[src/rtl/lif_pkg.sv]
// Shared constants for the LIF neuron datapath.
// Widths, synaptic integrator states and saturation bounds.
package lif_pkg;

  localparam logic [1:0] S_IDLE = 2'd0;
  localparam logic [1:0] S_RUN  = 2'd1;
  localparam logic [1:0] S_DONE = 2'd2;

  function automatic int dp_w(input int n_stage);
    return n_stage + 2;
  endfunction

  function automatic int acc_w(input int w, input int n);
    return w + $clog2(n);
  endfunction

  function automatic int sat_hi(input int w);
    return (1 << (w - 1)) - 1;
  endfunction

  function automatic int sat_lo(input int w);
    return -(1 << (w - 1));
  endfunction

endpackage

[src/rtl/syn_weight_regfile.sv]
// Synaptic weight storage: one write port,
// one combinational read port.
module syn_weight_regfile #(
  parameter int W  = 8,
  parameter int N  = 8,
  parameter int AW = $clog2(N)
) (
  input  logic          clk,
  input  logic          rst,
  input  logic          we,
  input  logic [AW-1:0] waddr,
  input  logic [W-1:0]  wdata,
  input  logic [AW-1:0] raddr,
  output logic [W-1:0]  rdata
);

  logic [N-1:0][W-1:0] mem_q;
  logic [N-1:0][W-1:0] mem_d;

  // next weight array: write lands at the edge
  always_comb begin
    mem_d = mem_q;
    if (we) mem_d[waddr] = wdata;
  end

  // weight flops, cleared by reset
  always_ff @(posedge clk or posedge rst) begin
    if (rst) mem_q <= '0;
    else     mem_q <= mem_d;
  end

  assign rdata = mem_q[raddr];

endmodule

[src/rtl/syn_weighted_sum.sv]
// Sequential synaptic integrator: sum of w[i]*x[i],
// one input per clock, saturated to the datapath width.
module syn_weighted_sum
  import lif_pkg::*;
#(
  parameter int n_stage  = 6,
  parameter int N_INPUTS = 8,
  localparam int W  = dp_w(n_stage),
  localparam int IW = $clog2(N_INPUTS)
) (
  input  logic                clk,
  input  logic                rst,
  input  logic [N_INPUTS-1:0] x_spikes,
  input  logic                start,
  input  logic                w_we,
  input  logic [IW-1:0]       w_addr,
  input  logic [W-1:0]        w_data,
  output logic                busy,
  output logic                sum_valid,
  output logic [W-1:0]        sum_wx
);

  localparam int AW = acc_w(W, N_INPUTS);
  localparam logic signed [AW-1:0] HI = AW'(sat_hi(W));
  localparam logic signed [AW-1:0] LO = AW'(sat_lo(W));

  logic [1:0]               state_q, state_d;
  logic signed [AW-1:0]     acc_q, acc_d;
  logic [IW-1:0]            idx_q, idx_d;
  logic [N_INPUTS-1:0]      x_q, x_d;
  logic [W-1:0]             sum_q, sum_d;
  logic                     valid_q, valid_d;
  logic [W-1:0]             w_rd;
  logic signed [AW-1:0]     w_ext;

  syn_weight_regfile #(
    .W (W),
    .N (N_INPUTS),
    .AW(IW)
  ) u_wrf (
    .clk  (clk),
    .rst  (rst),
    .we   (w_we),
    .waddr(w_addr),
    .wdata(w_data),
    .raddr(idx_q),
    .rdata(w_rd)
  );

  assign w_ext = {{(AW-W){w_rd[W-1]}}, w_rd};

  // sequencer: latch spikes, accumulate one weight per clock, saturate
  always_comb begin
    state_d = state_q;
    acc_d   = acc_q;
    idx_d   = idx_q;
    x_d     = x_q;
    sum_d   = sum_q;
    valid_d = 1'b0;
    unique case (state_q)
      S_IDLE: begin
        if (start) begin
          state_d = S_RUN;
          x_d     = x_spikes;
          acc_d   = '0;
          idx_d   = '0;
        end
      end
      S_RUN: begin
        if (x_q[idx_q]) acc_d = acc_q + w_ext;
        idx_d = idx_q + 1'b1;
        if (idx_q == IW'(N_INPUTS - 1)) state_d = S_DONE;
      end
      S_DONE: begin
        if (acc_q > HI)      sum_d = HI[W-1:0];
        else if (acc_q < LO) sum_d = LO[W-1:0];
        else                 sum_d = acc_q[W-1:0];
        valid_d = 1'b1;
        state_d = S_IDLE;
      end
      default: state_d = S_IDLE;
    endcase
  end

  // integrator state; reset aborts any integration in flight
  always_ff @(posedge clk or posedge rst) begin
    if (rst) begin
      state_q <= S_IDLE;
      acc_q   <= '0;
      idx_q   <= '0;
      x_q     <= '0;
      sum_q   <= '0;
      valid_q <= 1'b0;
    end else begin
      state_q <= state_d;
      acc_q   <= acc_d;
      idx_q   <= idx_d;
      x_q     <= x_d;
      sum_q   <= sum_d;
      valid_q <= valid_d;
    end
  end

  assign busy      = (state_q != S_IDLE);
  assign sum_valid = valid_q;
  assign sum_wx    = sum_q;

endmodule
[config.mk]
export PLATFORM = sky130hd
export DESIGN_NAME = syn_weighted_sum
export DESIGN_NICKNAME = d
export VERILOG_FILES = /design/src/rtl/lif_pkg.sv /design/src/rtl/syn_weight_regfile.sv /design/src/rtl/syn_weighted_sum.sv
export SDC_FILE = /design/constraint.sdc
export NUM_CORES = 1
export LEC_CHECK = 0
export CAP_MARGIN = 25
export CORE_MARGIN = 2
export CORE_UTILIZATION = 59
export CTS_CLUSTER_SIZE = 8
export DETAILED_ROUTE_END_ITERATION = 10
export GPL_TIMING_DRIVEN = 1
export PLACE_DENSITY_LB_ADDON = 0.2
export SYNTH_ARGS = -nofsm -noshare
export SYNTH_HDL_FRONTEND = slang
export SYNTH_HIERARCHICAL = 1
export SYNTH_SLANG_ARGS = --single-unit
[constraint.sdc]
create_clock -name clk -period 4.9 [get_ports clk]
set_input_delay 1.225 -clock clk [delete_from_list [all_inputs] [get_ports clk]]
set_output_delay 1.225 -clock clk [all_outputs]
set_load 0.05 [all_outputs]
* Yosys cells after proc, flatten, opt, wreduce, memory -nomap -nowiden
Cells that the tools add are included.
W data, S select, Z words.
** Storage, ports and cells
- Bits in registers :: 97
- Input bits :: 23
- Word-level logic and storage cells :: 53
** Cells by class
- $add $sub $neg :: 2
- $lt $le $gt $ge :: 5
- Equal/unequal tests :: 6
- Mux-type cells :: 18
- Reduce and logical (&&, ||, !) cells :: 8
** Operator list (count)
- $bwmux W64 :: 1
- $mux W8 :: 4
- $bmux W8 S3 :: 1
- $demux W8 S3 :: 1
- $mux W11 :: 2
- $pmux W11 S2 :: 1
- $add A11 B8 Y11 :: 1
- $gt A11 B8 Y1 const B :: 1
- $lt A11 B8 Y1 const B :: 1
- $lt A3 B4 Y1 const B :: 2
- $ne A2 B2 Y1 const B :: 3
- $pmux W3 S2 :: 1
- $reduce_and A2 Y1 :: 3
- $mux W2 :: 2
- $pmux W2 S2 :: 1
- $reduce_bool A2 Y1 :: 2
- $add A3 B1 Y3 const B :: 1
- $bmux W1 S3 :: 1
- $eq A3 B3 Y1 const B :: 1
- $ge A3 B1 Y1 const B :: 1
- $mux W3 :: 1
- $reduce_and A3 Y1 :: 1
- $eq A2 B1 Y1 const B :: 1
- $eq A2 B2 Y1 const B :: 1
- other kinds (3) :: 4

* Logic depth before layout (Yosys ltp)
- Word-level depth :: 5
- Gate-level depth with buffers :: 12

* By module
Netlist, hierarchy kept.
** Modules (own cells, without submodules)
- syn_weight_regfile :: instances 1, cells each 173, area an instance 2995.4 um2
- syn_weighted_sum :: instances 1, cells each 171, area an instance 1811.7 um2

* Worst setup path before layout
OpenSTA, ideal clock, no wires.
- Kind :: register to register
- From :: register idx_q[2]
- To :: register acc_q[10]
- Setup time :: 0.079 ns
- Data arrival time :: 3.338 ns
- Path slack :: 1.482 ns
- Cell stages (with the launch flop) :: 12
- Buffers on the path :: 1
- Period minus slack after synthesis :: 3.418 ns
- Cell sequence :: dfrtp_1 -> clkbuf_1 -> mux4_1 -> mux2_2 -> ha_1 -> fa_1 -> a21oi_1 -> nand4b_1 -> a211oi_1 -> or3b_2 -> a21oi_1 -> mux2i_1
** Between the ends
- Word-level cells in the longest chain between the ends :: 5
- Elaborated cells between the ends (all ways) :: 9
** Ends and longest elaborated chain
- start, declared :: RTL line syn_weighted_sum.sv:29 : logic [IW-1:0] idx_q, idx_d;
- start signal, assigned :: RTL line syn_weighted_sum.sv:97 : idx_q <= idx_d;
- $bmux W8 S3 :: RTL line syn_weight_regfile.sv:32 : assign rdata = mem_q[raddr];
- $mux W8 (not written as such) :: RTL line syn_weight_regfile.sv:32
- net w_rd[0] :: RTL line syn_weighted_sum.sv:33 : logic [W-1:0] w_rd;
- $add A11 B8 Y11 :: RTL line syn_weighted_sum.sv:70 : if (x_q[idx_q]) acc_d = acc_q + w_ext;
- $mux W11 :: RTL line syn_weighted_sum.sv:70
- $pmux W11 S2 :: RTL line syn_weighted_sum.sv:60 : unique case (state_q)
- end signal, assigned :: RTL line syn_weighted_sum.sv:89 : acc_q <= '0;
- end signal, assigned :: RTL line syn_weighted_sum.sv:96 : acc_q <= acc_d;
- end, declared :: RTL line syn_weighted_sum.sv:28 : logic signed [AW-1:0] acc_q, acc_d;
The timed path passes the listed nets, and every way through them passes these cells. The select of a mux whose other input is x is not followed.
A chain may end at the register's enable or synchronous reset.

* Final worst setup path
- From :: register idx_q[0]
- To :: register acc_q[10]
The elaborated chain is that of the path after synthesis.

==> flow_summary.ini <==
[critical_path]
cpPeakStageDelay_ns = 0.68
path_common_cell = a21oi_1
r2r-end = acc_q[10]
worstPathMaxFanout = 11
reg2reg_from = idx_q[0]
r2r_slack_ns = 1.35
required_ns = 5.18
ff2ff_path_depth = 10
crit_slowest_cell = dfrtp_1
worst_setup_path_start_kind = flop
path_cells = mux4_1 -> mux2_2 -> ha_1 -> fa_1 -> a21oi_1 -> nand4b_1 -> a211oi_1 -> or3b_2 -> a21oi_1 -> mux2i_1
worstPathArrival_ns = 3.83
worstPathBufferInverterCount = 0
endpoint_kind = flop
path_class = flop to flop
critical-path-top-delay-family = multiplexers

[timing]
hold_violations = 0
fin_crit_ns = 3.55
slew_headroom_pct = 39.2
timing.final.max_slew_violations = 0
post-route-period-util_pct = 72.5
rsz0062_at_grt = false
max_clock_freq_mhz = 282
fin_setup_tns_ns = 0
final.setup_skew_ns = 0.00811
worst_pin_slew_ns = 0.911
finalSetupViolations = 0

[logic_synthesis]
yosysTopAreaCellShare_pct = 50.5
synth_cells = 344
avgSynthCellArea_um2 = 14.0
synth-seq-area-share_pct = 50.5
synth_edf_count = 0
ys_top_cells_by_count = dfrtp_1 (97), mux2_2 (81), nand2_1 (29)
synthTopCellsByArea = dfrtp_1 (50%), mux2_2 (19%), mux4_1 (8.7%)
synth_seq_cells = 97
ys.warnings.count = 6
ys.flop_type = dfrtp_1
yosysMostFrequentCell = dfrtp_1
syn_area_um2 = 4810
async_flop_share_pct = 100
synthDistinctLibCells = 42
syn_nets = 380
synth_top_area_cell = dfrtp_1

[clocking]
ctsResizeCount = 0
postCtsSetupBuffers = 0
clockBufferDepth = 2
htree_levels = 3
clkSinkCount = 97
clk-insertion-delay-late_ns = 0.36
cts_tree = built
clkSlewWorstSetupHoldPaths_ns = 0.09
postCtsHoldBufs = 0
cts_made_buffers = 9
root_buffer = clkbuf_8

[global_routing]
grtUsageMet3_pct = 3.21
grt_overflow = 0
gr-usage-all-layers_pct = 22.4
grt_max_degree = 44
met1_usage_pct = 29.7
grt_use_met2_pct = 36.4
grt_pass1_wl_um = 14900
antenna_found_initial = 0
busiest_layer = met2
first_global_vias = 3031

[detailed_routing]
remaining_drc_errors = 0
dr.pass1.iters = 4
drt_iter0_drc = 92
detail_route.wl_per_cell_um = 18.5
num_vias = 2873
vias_per_cell = 5.95
ant_nets = 0
routed_wl_um = 8960

[die]
start_util_pct = 61.6
dieArea_um2 = 8890
core_um2 = 7810
io_pins = 33
fp-row-count = 32
dieHeight_um = 94.3
die_w_um = 94.3

[placed_design]
place_area_um2 = 5190
gp_congestion = 0.761
io_buffer_count = 32
hpwl_um = 6080

[finish]
n_antenna_cell = 0
syn2layout_area_growth_pct = 11.6
drive_gt1_share_pct = 29.1
fin_nets = 413
fin_area_um2 = 5360

[min_path]
worstHoldStart = sum_wx[0]
hold_class = flop to flop
holdPathEnd = sum_wx[0]
holdPathStages = 2

[status]
status = finished, final reports clean

[power_and_ir_drop]
vdd_drop_max_mv = 0.239
p_leak_uw = 0.00237
power_density_nw_per_um2 = 606

[job]
drv_cap = 0
layout by cell type (no fill, tap or decap), drive strengths merged, types with 3 or more instances in the layout:
| cell | netlist | layout |
|---|---|---|
| a21oi | 7 | 7 |
| xnor2 | 4 | 4 |
| nand3 | 8 | 8 |
| clkbuf | 3 | 13 |
| mux4 | 18 | 18 |
| buf | 14 | 7 |
| o31ai | 5 | 5 |
| a21o | 5 | 5 |
| ha | 12 | 12 |
| xor2 | 4 | 4 |
| o21ai | 15 | 15 |
| nand2 | 30 | 30 |
| nor4bb | 3 | 3 |
| mux2 | 81 | 81 |
| nand4b | 4 | 4 |
| nand2b | 3 | 3 |
| dfrtp | 97 | 97 |
| nor2 | 8 | 8 |
| inv | 4 | 4 |
| clkdlybuf4s50 | 0 | 32 |
power by group:
group | internal (uW) | total (uW) | leakage (uW) | switching [uW]
combinational | 770 | 1550 | 0.00111 | 781
clock | 211 | 472 | 0.0000895 | 261
sequential | 1040 | 1230 | 0.00117 | 186
total | 2020 | 3250 | 0.00237 | 1230
cell families (layout without fill, tap and decap cells):
kind of cell               after synthesis  after routing  share of synthesized area (%)
xor gates and xnor gates                 8              8                           1.46
and+or+nand+nor                         65             65                           7.39
buffers and inverters                   21             58                           2.76
DFF                                     97             97                           50.5
muxes                                  100            100                           28.9
adders and majority gates               13             13                           3.54
AOI/OAI and AO/OA                       40             40                           5.49
routing by layer:
layer | up-vias | part of all wire (%)
met4 | 0 | 1.7
met1 | 1452 | 44
met5 | - | 0
met3 | 11 | 3.4
met2 | 60 | 51
li1 | 1350 | -
state kept, by name (all words and copies together), names as in the netlist:
register,count
acc_q,11
idx_q,3
sum_valid,1
u_wrf/mem_q,64
state_q,2
sum_wx,8
x_q,8
stage by stage:
step           hold slack (ns)  power, uW  setup slack (ns)  cells  utilization, %
2_1_floorplan            0.469       2490              1.48    344               -
3_3_place_gp             0.448       2730              1.45    468            66.5
3_5_place_dp             0.456       2780              1.38    468            66.5
4_1_cts                  0.476       3270              1.34    483            68.7
5_1_grt                  0.503       3480              1.16    483            68.7
6_report                 0.470       3250              1.35    483            68.7
worst max-delay path by stage:
stage,start,endpoint,cells past startpoint
floorplan,idx_q[2],acc_q[10],11
global placement,idx_q[0],acc_q[10],10
detailed placement,idx_q[0],acc_q[10],10
CTS,idx_q[0],acc_q[10],10
global route,idx_q[2],acc_q[10],10
finish,idx_q[0],acc_q[10],10
worst register-to-register path, cell delays in order, from the launching register on:
cell,delay [ns]
dfrtp_1,0.68
mux4_1,0.63
mux2_2,0.28
ha_1,0.22
fa_1,0.41
a21oi_1,0.22
nand4b_1,0.16
a211oi_1,0.09
or3b_2,0.44
a21oi_1,0.17
mux2i_1,0.19
final cells by class:
| class | instances | area, um2 |
|---|---|---|
| Fill cell | 567 | 2440 |
| Sequential cell | 97 | 2430 |
| Multi-Input combinational cell | 226 | 2250 |
| Timing Repair Buffer | 39 | 373 |
| Clock buffer | 13 | 159 |
| Tap cell | 102 | 128 |
| Inverter | 4 | 15.0 |
| Clock inverter | 2 | 13.8 |
(Power assumes the default switching activity.)
